<file path="src/rtl/bus_cycle_pkg.sv">
// Shared types and decode constants for the bus cycle controller.
// FAULT state exists only when BUS_CYCLE_TIMEOUT_EN is defined.
package bus_cycle_pkg;

`ifdef BUS_CYCLE_TIMEOUT_EN
  typedef enum logic [2:0] {
    ST_IDLE,
    ST_DECODE,
    ST_WAIT,
    ST_ACK,
    ST_FAULT
  } state_t;
`else
  typedef enum logic [2:0] {
    ST_IDLE,
    ST_DECODE,
    ST_WAIT,
    ST_ACK
  } state_t;
`endif

  typedef enum logic [2:0] {
    REG_SRAM,
    REG_ROM,
    REG_DUART,
    REG_NONE,
    REG_CPU
  } region_t;

  localparam logic [1:0] AH_SRAM  = 2'b00;
  localparam logic [1:0] AH_NONE  = 2'b01;
  localparam logic [1:0] AH_ROM   = 2'b10;
  localparam logic [1:0] AH_DUART = 2'b11;
  localparam logic [2:0] FC_CPU   = 3'b111;
  localparam int BOOT_CYCLES = 2;

  function automatic region_t decode_region(
    input logic [2:0] fc,
    input logic [1:0] ah,
    input logic       boot
  );
    region_t r;
    r = REG_NONE;
    if (fc == FC_CPU) begin
      r = REG_CPU;
    end else if (!boot) begin
      r = REG_ROM;
    end else begin
      case (ah)
        AH_SRAM:  r = REG_SRAM;
        AH_ROM:   r = REG_ROM;
        AH_DUART: r = REG_DUART;
        AH_NONE:  r = REG_NONE;
        default:  r = REG_NONE;
      endcase
    end
    return r;
  endfunction

endpackage

</file>
<file path="src/rtl/bus_cycle_controller_timer.sv">
// Wait-state counter and bus-error watchdog for the bus cycle controller.
// Watchdog built only when BUS_CYCLE_TIMEOUT_EN is defined.
module cycle_timer #(
  parameter int TIMEOUT_CYCLES = 128
) (
  input  logic       clk,
  input  logic       rst,
  input  logic       load,
  input  logic [3:0] load_val,
  input  logic       dec,
  input  logic       wd_start,
  input  logic       wd_run,
  output logic       zero,
  output logic       expire
);

  logic [3:0] cnt;

  always_ff @(posedge clk or posedge rst) begin
    if (rst) begin
      cnt <= '0;
    end else if (load) begin
      cnt <= load_val;
    end else if (dec && cnt != 4'd0) begin
      cnt <= cnt - 4'd1;
    end
  end

  // zero flags the clock on which a decrement lands the count on 0
  assign zero = (cnt == 4'd1);

`ifdef BUS_CYCLE_TIMEOUT_EN
  logic [7:0] wd;

  always_ff @(posedge clk or posedge rst) begin
    if (rst) begin
      wd <= '0;
    end else if (wd_start) begin
      wd <= 8'd1;
    end else if (wd_run) begin
      wd <= wd + 8'd1;
    end else begin
      wd <= '0;
    end
  end

  assign expire = wd_run && ((wd + 8'd1) == TIMEOUT_CYCLES[7:0]);
`else
  logic unused_wd;
  assign unused_wd = wd_start ^ wd_run ^ TIMEOUT_CYCLES[0];
  assign expire = 1'b0;
`endif

endmodule

</file>
<file path="src/rtl/bus_cycle_controller.sv">
// 68k-style bus cycle controller: region decode, wait states, acknowledge.
// Define BUS_CYCLE_TIMEOUT_EN to build the bus-error watchdog and FAULT state.
module bus_cycle_controller
  import bus_cycle_pkg::*;
#(
  parameter int ROM_WAIT       = 2,
  parameter int SRAM_WAIT      = 0,
  parameter int DUART_WAIT     = 3,
  parameter int TIMEOUT_CYCLES = 128
) (
  input  logic       CLK,
  input  logic       RST,
  input  logic       AS_n,
  input  logic       DS_n,
  input  logic       RW,
  input  logic [2:0] FC,
  input  logic [1:0] AH,
  output logic       CS_ROM_n,
  output logic       CS_SRAM_n,
  output logic       CS_DUART_n,
  output logic       DSACK0_n,
  output logic       DSACK1_n,
  output logic       AVEC_n,
  output logic       BERR_n,
  output logic       BUSY
);

  state_t     state, state_nxt;
  region_t    region;
  logic       boot;
  logic [1:0] boot_cnt;
  logic       ds_q;
  logic [3:0] wait_val;
  logic       t_load, t_dec, t_zero, t_expire;
  logic       wd_start, wd_run;
  logic       mapped, ack_entry;
  logic       unused_rw;

  assign unused_rw = RW;

  always_comb begin
    wait_val = 4'd0;
    case (region)
      REG_SRAM:  wait_val = 4'(SRAM_WAIT);
      REG_ROM:   wait_val = 4'(ROM_WAIT);
      REG_DUART: wait_val = 4'(DUART_WAIT);
      default:   wait_val = 4'd0;
    endcase
  end

  assign mapped   = (region != REG_NONE);
  assign wd_start = (state == ST_IDLE) && !AS_n;
  assign wd_run   = (state == ST_DECODE) || (state == ST_WAIT);

  cycle_timer #(
    .TIMEOUT_CYCLES(TIMEOUT_CYCLES)
  ) u_timer (
    .clk     (CLK),
    .rst     (RST),
    .load    (t_load),
    .load_val(wait_val),
    .dec     (t_dec),
    .wd_start(wd_start),
    .wd_run  (wd_run),
    .zero    (t_zero),
    .expire  (t_expire)
  );

  always_comb begin
    state_nxt = state;
    t_load    = 1'b0;
    t_dec     = 1'b0;
    unique case (state)
      ST_IDLE: begin
        if (!AS_n) state_nxt = ST_DECODE;
      end
      ST_DECODE: begin
        if (AS_n) begin
          state_nxt = ST_IDLE;
        end else begin
          t_load = 1'b1;
          if (!mapped)               state_nxt = ST_WAIT;
          else if (wait_val == 4'd0) state_nxt = ST_ACK;
          else                       state_nxt = ST_WAIT;
        end
      end
      ST_WAIT: begin
        t_dec = mapped;
        if (AS_n) begin
          state_nxt = ST_IDLE;
        end else if (mapped && t_zero) begin
          state_nxt = ST_ACK;
`ifdef BUS_CYCLE_TIMEOUT_EN
        end else if (t_expire) begin
          state_nxt = ST_FAULT;
`endif
        end
      end
      ST_ACK: begin
        if (AS_n) state_nxt = ST_IDLE;
      end
`ifdef BUS_CYCLE_TIMEOUT_EN
      ST_FAULT: begin
        if (AS_n) state_nxt = ST_IDLE;
      end
`endif
      default: state_nxt = ST_IDLE;
    endcase
  end

  assign ack_entry = (state_nxt == ST_ACK) && (state != ST_ACK);

  always_ff @(posedge CLK or posedge RST) begin
    if (RST) begin
      state    <= ST_IDLE;
      region   <= REG_NONE;
      ds_q     <= 1'b1;
      boot     <= 1'b0;
      boot_cnt <= '0;
    end else begin
      state <= state_nxt;
      ds_q  <= DS_n;
      if (wd_start) region <= decode_region(FC, AH, boot);
      // boot ROM overlay lifts once enough cycles have completed
      if (ack_entry && !boot) begin
        boot_cnt <= boot_cnt + 2'd1;
        if (boot_cnt == 2'(BOOT_CYCLES - 1)) boot <= 1'b1;
      end
    end
  end

  logic sel, ack;
  assign BUSY = (state != ST_IDLE);
  assign sel  = BUSY && !ds_q;
  assign ack  = (state == ST_ACK);

  assign CS_ROM_n   = !(sel && region == REG_ROM);
  assign CS_SRAM_n  = !(sel && region == REG_SRAM);
  assign CS_DUART_n = !(sel && region == REG_DUART);
  assign DSACK0_n   = !(ack && mapped && region != REG_CPU);
  assign DSACK1_n   = 1'b1;
  assign AVEC_n     = !(ack && region == REG_CPU);
`ifdef BUS_CYCLE_TIMEOUT_EN
  assign BERR_n     = !(state == ST_FAULT);
`else
  assign BERR_n     = 1'b1;
`endif

endmodule

</file>
<file path="config.mk">
export PLATFORM = sky130hd
export DESIGN_NAME = bus_cycle_controller
export DESIGN_NICKNAME = d
export VERILOG_FILES = /design/src/rtl/bus_cycle_pkg.sv /design/src/rtl/bus_cycle_controller_timer.sv /design/src/rtl/bus_cycle_controller.sv
export SDC_FILE = /design/constraint.sdc
export NUM_CORES = 1
export LEC_CHECK = 0
export ABC_AREA = 0
export CORE_MARGIN = 2
export CORE_UTILIZATION = 50
export CTS_CLUSTER_DIAMETER = 40
export CTS_CLUSTER_SIZE = 40
export DETAILED_ROUTE_END_ITERATION = 7
export GPL_ROUTABILITY_DRIVEN = 0
export PLACE_DENSITY = 0.78
export SYNTH_ARGS = -nofsm -noshare
export SYNTH_HDL_FRONTEND = slang
export SYNTH_SLANG_ARGS = --single-unit
export TNS_END_PERCENT = 5
</file>
<file path="constraint.sdc">
create_clock -name CLK -period 4.9 [get_ports CLK]
set_input_delay 0.49 -clock CLK [delete_from_list [all_inputs] [get_ports CLK]]
set_output_delay 0.49 -clock CLK [all_outputs]
set_load 0.1 [all_outputs]
</file>
==> results of run 1 <==
==> power breakdown <==
part           leakage (nW)  internal [mW]  total (mW)  switching (mW)
Sequential            0.171          0.143       0.170          0.0270
Clock                0.0210         0.0451      0.0818          0.0367
Combinational         0.252         0.0493       0.118          0.0688
Total                 0.443          0.237       0.370           0.132
==> worst max-delay path, delay by kind of cell (launching register included) <==
kind,cells,cell delay (ps)
simple gates,3,790
flops,1,470
buf+inv,1,1130
==> cell usage after synthesis, types with 3 or more instances <==
library cell | count | area, sq um
nand3_1 | 4 | 20.0
ha_1 | 3 | 37.5
dfrtp_1 | 11 | 275
dfstp_2 | 3 | 78.8
mux2_2 | 3 | 33.8
inv_1 | 6 | 22.5
nand2_1 | 7 | 26.3
nand3b_1 | 5 | 37.5
mux2i_1 | 3 | 30.0
nor2_1 | 5 | 18.8
==> state kept, by name, indices dropped and copies added (netlist names) <==
name	flops
boot	1
boot_cnt	2
ds_q	1
region	3
state	3
u_timer.cnt	4
==> through the flow <==
| stage | std cells | util [%] | setup WS, ps | total power [mW] | instance area [sq um] |
|---|---|---|---|---|---|
| CTS | 117 | 61.9 | 1720 | 0.375 | 1030 |
| detailed placement | 113 | 59.8 | 2030 | 0.293 | 998 |
| finish | 117 | 61.9 | 1750 | 0.370 | 1030 |
| floorplan | 86 | - | 2170 | 0.264 | 868 |
| global route | 117 | 61.9 | 1670 | 0.397 | 1030 |
| global placement | 113 | 59.8 | 2060 | 0.285 | 998 |
==> cell families after synthesis <==
logic type / Yosys count
DFF: 14
adders and majority gates: 3
other: 2
AOI/OAI and AO/OA: 13
buffers and inverters: 10
and+or+nand+nor: 34
muxes: 6
xor gates and xnor gates: 3
==> how the worst min path moves through the flow <==
stage,to,slack [ps],cells past startpoint
floorplan,boot,380,1
global placement,boot_cnt[0],460,1
detailed placement,boot_cnt[0],490,1
CTS,boot_cnt[0],500,1
global route,boot_cnt[0],520,1
finish,boot_cnt[0],490,1
==> area by class of cell <==
class | instances | share of cell area, %
multi-input cells | 62 | 44.5
repair buffers | 14 | 13.5
inverters | 6 | 2.18
clock buffers | 4 | 3.51
well taps | 17 | 2.06
flip-flops and latches | 14 | 34.2
==> metal layers <==
metal	vias up	track usage (%)	share of wire [%]
met2	12	26.2	48
li1	325	-	-
met3	4	2.38	2.5
met4	0	8.82	1.6
met5	-	0	0
met1	310	22.9	48
==> qor.yml, run 1 <==
status: "finished, final reports clean"
synth_top_family_by_area: "simple AND/OR/NAND/NOR gates"
maxSlewHeadroom_pct: 35.2
holdWs_ps: 487
slowest_stage: "clkdlybuf4s50_1"
fp.coreArea_sq_um: 1670
area_delta_synth_final_pct: 19.7
nets: 114
post_cts_buffers: 0
setup_tns_ps: 0
fin_worst_skew_ps: 12.4
maxCapViolCount: 0
rsz0062_at_grt: "no"
rr_worst_depth: 6
synth_xor_area_share_pct: 3.04
vias: 651
synth-seq-cells: 14
grt_pass1_vias: 593
syn_area_per_cell_sq_um: 10.2
multi_input_area_sq_um: 460
die_h_um: 45.6
die_w_um: 45.6
timing.rr.end: "u_timer.cnt[1]"
end_kind: "primary output"
critPathLaunchType: "register"
synth_cells: 85
seq_area_sq_um: 354
synthArstFlopShare_pct: 100
synth_fa_ha_area_share_pct: 4.34
tightest_slew_ps: 968
first_pass_iters: 4
final_max_slew_viol_count: 0
fmax_mhz: 317
cts_hold_buf: 0
ys_types: 39
numPortBuffers: 14
seq_area_frac_synth_pct: 41.0
antenna_found_initial: 0
cts_tree: "built"
gr-usage-all-layers_pct: 17.0
synth_edf_count: 0
min-delay-start: "boot_cnt[0]"
final_cell_mix: "clkdlybuf4s50_1 (14), dfrtp_1 (11), nand2_1 (7)"
finalCritPeriodShare_pct: 64.4
hold_viol_final: 0
startpoint: "state[1]"
yosysWarnings: 0
globalRouteOverflowTotal: 0
worstPathCellList: "or3_2 -> nor3b_1 -> nand3b_1 -> clkdlybuf4s50_1"
yosys.area_share.simple_pct: 26.2
synth_area_sq_um: 865
cts_buffers: 3
clk_pin_slew_ps: 80
cp_max_fo: 9
min_path_type: "register to register"
rows: 15
crit_path_max_incr_delay_ps: 1130
h-tree-depth: 1
dp_hpwl_mm: 1.24
viasPerCell: 5.56
irDropWorstVdd_uv: 212
io_pins: 18
dieArea_sq_um: 2080
start_util_pct: 51.8
drt_iter0_drc: 10
setup.worst_path.class: "register to primary output"
clock-sinks: 14
ant_nets: 0
cts_resized: 0
nFillCells: 151
drc_errors: 0
insertion_delay_ps: 280
cp.arrival_ps: 2660
wirelength_mm: 1.53
synth-main-ff-cell: "dfrtp_1"
synth-compound-area-share_pct: 11.0
p_leak_nw: 0.443
setup_viol: 0
layout_commonest_cell: "clkdlybuf4s50_1"
p_per_area_nw_per_um2: 357
period_minus_slack_ps: 3150
grt_pass1_wl_mm: 2.51
antenna_cells: 0
cts_buffer_depth: 2
endpoint: "CS_DUART_n"
synth_mux_area_share_pct: 7.38
grt_max_degree: 15
reg2reg_from: "u_timer.cnt[0]"
wl_per_cell_um: 13.0
layout-drive-gt1-share_pct: 19.0
required_ps: 4410
ff2ff_setup_slack_ps: 3170
cts_root_buf: "clkbuf_4"
Note: power is estimated with default switching activity, not from simulation.
==> run 2: changes to the inputs <==
- CORE_UTILIZATION: 50 -> 49
- PLACE_DENSITY: 0.78 -> 0.77
- clock period: 4.9 -> 3.1 ns (I/O delays scaled with it)
==> run 2 against run 1 <==
Effect of this change: sequential power increased by 58%; clock power up 63%; first-iteration DRC count shrank 20%; critical path type unchanged.
==> qor.yml, run 2 (synthesis results as in run 1) <==
area_delta_synth_final_pct: 17.9
wl_per_cell_um: 13.0
regMostFlops: "u_timer.cnt"
ant_nets: 0
ff2ff_setup_slack_ps: 1420
maxSlewHeadroom_pct: 62.6
fin_worst_skew_ps: 1.80
layout_commonest_cell: "dfrtp_1"
cp.arrival_ps: 1850
viasPerCell: 5.60
dieArea_sq_um: 2120
power_frac_clock_pct: 22.7
final_cell_mix: "dfrtp_1 (11), clkdlybuf4s50_1 (8), nand2_1 (7)"
reg2reg_from: "u_timer.cnt[0]"
rr_worst_depth: 6
final_cell_area_sq_um: 1020
antenna_found_initial: 0
wirelength_mm: 1.52
fp.coreArea_sq_um: 1690
vias: 655
finalCritPeriodShare_pct: 69.6
final_max_slew_viol_count: 0
numPortBuffers: 14
clk_pin_slew_ps: 90
cts_resized: 0
post_cts_buffers: 0
nets: 114
setup.worst_path.class: "register to primary output"
rsz0062_at_grt: "no"
maxCapViolCount: 0
p_sw_uw: 212
rows: 15
power_frac_comb_pct: 31.4
p_per_area_nw_per_um2: 575
period_minus_slack_ps: 2160
dp_hpwl_mm: 1.11
largest_reg_flops: 4
layout-drive-gt1-share_pct: 25.0
cellInternalPower_uw: 374
die_h_um: 46.0
setup_tns_ps: 0
hold_viol_final: 0
globalRouteOverflowTotal: 0
start_util_pct: 51.2
pwr-share-seq_pct: 45.9
drc_errors: 0
first_pass_iters: 4
setup_viol: 0
irDropWorstVdd_uv: 341
io_pins: 18
cts_buffers: 3
cp_max_fo: 9
timing.rr.end: "u_timer.cnt[1]"
grt_pass1_wl_mm: 2.53
tightest_slew_ps: 556
drt_iter0_drc: 8
insertion_delay_ps: 280
critPathLaunchType: "register"
swShare_pct: 36.2
power_uw: 587
min_path_type: "input port to async pin"
required_ps: 2790
gr-usage-all-layers_pct: 16.5
cts_tree: "built"
status: "finished, final reports clean"
grt_max_degree: 15
cts_root_buf: "clkbuf_4"
grt_pass1_vias: 574
placed_area_sq_um: 983
cts_hold_buf: 0
h-tree-depth: 1
top_regs: "u_timer.cnt x4, region x3, state x3"
die_w_um: 46.0
antenna_cells: 0
end_kind: "primary output"
fmax_mhz: 463
p_leak_nw: 0.443
cts_buffer_depth: 2
clock-sinks: 14
-- run 2: cell types whose count changed in the layout (fill, tap and decap cells not counted), sizes merged --
cell	delta
clkdlybuf4s50	-6
buf	+6
-- run 2: worst max-delay path, cell delays in order, from the launching register on --
cell and delay, ps:
dfrtp_1 480, or3_2 520, nor3b_1 170, nand3b_1 100, buf_4 290
-- run 2: worst max path at each step --
stage	from	to	slack (ps)	depth (start not counted)
after global routing	state[0]	CS_ROM_n	880	4
after floorplan	state[0]	CS_ROM_n	550	4
after detailed placement	state[1]	CS_DUART_n	1270	4
after CTS	state[1]	CS_DUART_n	940	4
final	state[1]	CS_ROM_n	940	4
after global placement	AS_n	region[2]	1250	3
-- run 2: layout make-up --
class / instances / area (sq um)
Clock buffer: 4 / 36.3
Inverter: 6 / 22.5
Sequential cell: 14 / 354
Tap cell: 17 / 21.3
Timing Repair Buffer: 14 / 125
Fill cell: 149 / 669
Multi-Input combinational cell: 62 / 460
-- run 2: per-layer routing --
layer	GRT usage (%)	up-vias	routed length [um]
met4	6.86	0	19
met3	2.78	4	69
met1	22.6	312	728
met2	25.3	16	706
li1	-	323	-
met5	0	-	0
-- run 2: through the flow --
step / hold slack, ps / instances / util (%) / setup WS (ps)
after floorplan: 197 / 86 / - / 547
final: 376 / 117 / 60.4 / 942
after detailed placement: 476 / 113 / 58.2 / 1270
after CTS: 393 / 117 / 60.4 / 944
after global routing: 416 / 117 / 60.4 / 882
after global placement: 462 / 113 / 58.2 / 1250
-- run 2: power by group through the flow --
stage | combinational [mW] | clock, mW | sequential (mW)
global placement | 0.180 | 0 | 0.270
floorplan | 0.159 | 0 | 0.258
detailed placement | 0.187 | 0 | 0.273
global route | 0.205 | 0.141 | 0.276
finish | 0.184 | 0.133 | 0.269
CTS | 0.188 | 0.136 | 0.269
==> run 3: changes to the inputs <==
- CORE_ASPECT_RATIO: unset -> 1.4
- CORE_UTILIZATION: 49 -> 44
- PLACE_DENSITY: 0.77 -> 0.73
- clock period: 3.1 -> 1.8 ns (I/O delays scaled with it)
==> run 3 against run 2 <==
Effect of this change: count of clock-buffer cells in the layout unchanged; largest cell class unchanged; sequential share of layout area down 3.7 points; largest power group unchanged; sequential power up 70%; non-clock buffer count up 5.
==> qor.yml, run 3 (synthesis results as in run 1) <==
fin_worst_skew_ps: 9.45
met1_length_um: 647
rsz0062_at_grt: "no"
gr-usage-all-layers_pct: 16.5
numPortBuffers: 14
setup.worst_path.class: "register to primary output"
start_util_pct: 45.5
power_uw: 994
final_cell_mix: "dfrtp_1 (10), clkdlybuf4s50_1 (8), nand2_1 (7)"
period_minus_slack_ps: 1750
wl_met3_um: 38
startpoint: "state[1]"
pwr-share-seq_pct: 46.0
die_w_um: 41.5
setup_viol: 0
wl_per_cell_um: 13.1
io_pins: 18
ant_nets: 0
p_leak_nw: 0.502
clock-sinks: 14
tightest_slew_ps: 523
grt_pass1_vias: 645
maxSlewHeadroom_pct: 65.1
nets: 119
fin_ws_ps: 49.1
critPathLaunchType: "register"
cts_tree: "built"
die_h_um: 56.5
cts_buffers: 3
dr_wl_met2_um: 915
h-tree-depth: 1
dieArea_sq_um: 2340
first_pass_iters: 4
nFillCells: 170
dp_hpwl_mm: 1.27
wirelength_mm: 1.65
rows: 19
hold_viol_final: 0
layout-drive-gt1-share_pct: 29.5
insertion_delay_ps: 290
antenna_cells: 0
top_regs: "u_timer.cnt x4, region x3, state x3"
power_frac_comb_pct: 35.8
required_ps: 1620
layout_commonest_cell: "dfrtp_1"
grt_max_degree: 15
clk_pin_slew_ps: 80
cts_buffer_depth: 2
pre_cts_ws_ps: 127
grt_pass1_wl_mm: 2.84
maxCapViolCount: 0
cts_root_buf: "clkbuf_4"
min_path_type: "input port to async pin"
cp_max_fo: 3
cp.arrival_ps: 1570
seq_area_sq_um: 355
status: "finished, final reports clean"
reg2reg_from: "u_timer.cnt[0]"
drc_errors: 0
viasPerCell: 5.24
p_per_area_nw_per_um2: 870
multi_input_area_sq_um: 475
p_sw_uw: 361
globalRouteOverflowTotal: 0
top_layer: "met4"
antenna_found_initial: 0
area_delta_synth_final_pct: 32.3
swShare_pct: 36.3
cellInternalPower_uw: 633
cts_hold_buf: 0
drt_iter0_drc: 5
irDropWorstVdd_uv: 764
fp.coreArea_sq_um: 1900
end_kind: "primary output"
final_max_slew_viol_count: 0
power_frac_clock_pct: 18.2
largest_reg_flops: 4
regMostFlops: "u_timer.cnt"
fmax_mhz: 571
finalCritPeriodShare_pct: 97.3
vias: 660
[run 3: changes by cell type in the layout (fill, tap and decap cells not counted)]
cell,before,now
or3_2,1,0
clkbuf_1,0,1
or3_4,0,1
buf_12,0,6
nor3b_1,1,0
nor3b_4,1,2
buf_4,6,5
dfrtp_2,0,1
clkbuf_8,1,0
dfrtp_1,11,10
[run 3: power by group through the flow]
stage,clock [mW],combinational [mW],sequential [mW]
global placement,0,0.343,0.463
detailed placement,0,0.353,0.467
floorplan,0,0.280,0.445
CTS,0.191,0.360,0.458
finish,0.181,0.356,0.458
global route,0.199,0.400,0.470
[run 3: worst paths after layout]
| check | end | slack (ps) | depth (start not counted) |
|---|---|---|---|
| max | CS_ROM_n | 50 | 4 |
| min | u_timer.cnt[2] | 220 | 2 |
| max reg2reg | u_timer.cnt[1] | 110 | 6 |
| min reg2reg | boot_cnt[0] | 490 | 1 |
| max in group asynchronous | state[0] | 1210 | 2 |
| min in group CLK | ds_q | 300 | 1 |
[run 3: metrics by stage]
| stage | utilization (%) | TNS [ps] | cells | cell area (sq um) | hold slack, ps |
|---|---|---|---|---|---|
| detailed placement | 58.3 | 0 | 121 | 1110 | 479 |
| floorplan | - | -882 | 86 | 883 | 67.1 |
| finish | 60.1 | 0 | 126 | 1140 | 216 |
| CTS | 60.1 | 0 | 126 | 1140 | 224 |
| global placement | 58.3 | 0 | 121 | 1110 | 462 |
| global route | 60.1 | 0 | 126 | 1140 | 271 |
[run 3: area by class of cell]
type	instances	share of cell area, %
repair buffers	19	20.8
flip-flops and latches	14	31.1
clock buffers	4	2.30
well taps	21	2.30
multi-input cells	62	41.6
inverters	6	1.97
[run 3: worst max-delay path, stage by stage, from the launching register on]
cell and delay, ps:
dfrtp_1 380, or3_4 410, nor3b_4 170, nand3b_1 140, buf_12 190
[run 3: metal layers]
layer	up-vias	global-route usage (%)
li1	339	-
met1	309	17.3
met2	6	28.6
met3	6	3.86
met4	0	11.1
met5	-	0
[run 3: repair_timing]
| action | 4_1_cts | 5_1_grt |
|---|---|---|
| endpoints found under the setup margin | 3 | 0 |
| resized for setup | 1 | 0 |
| setup buffers | 1 | 0 |
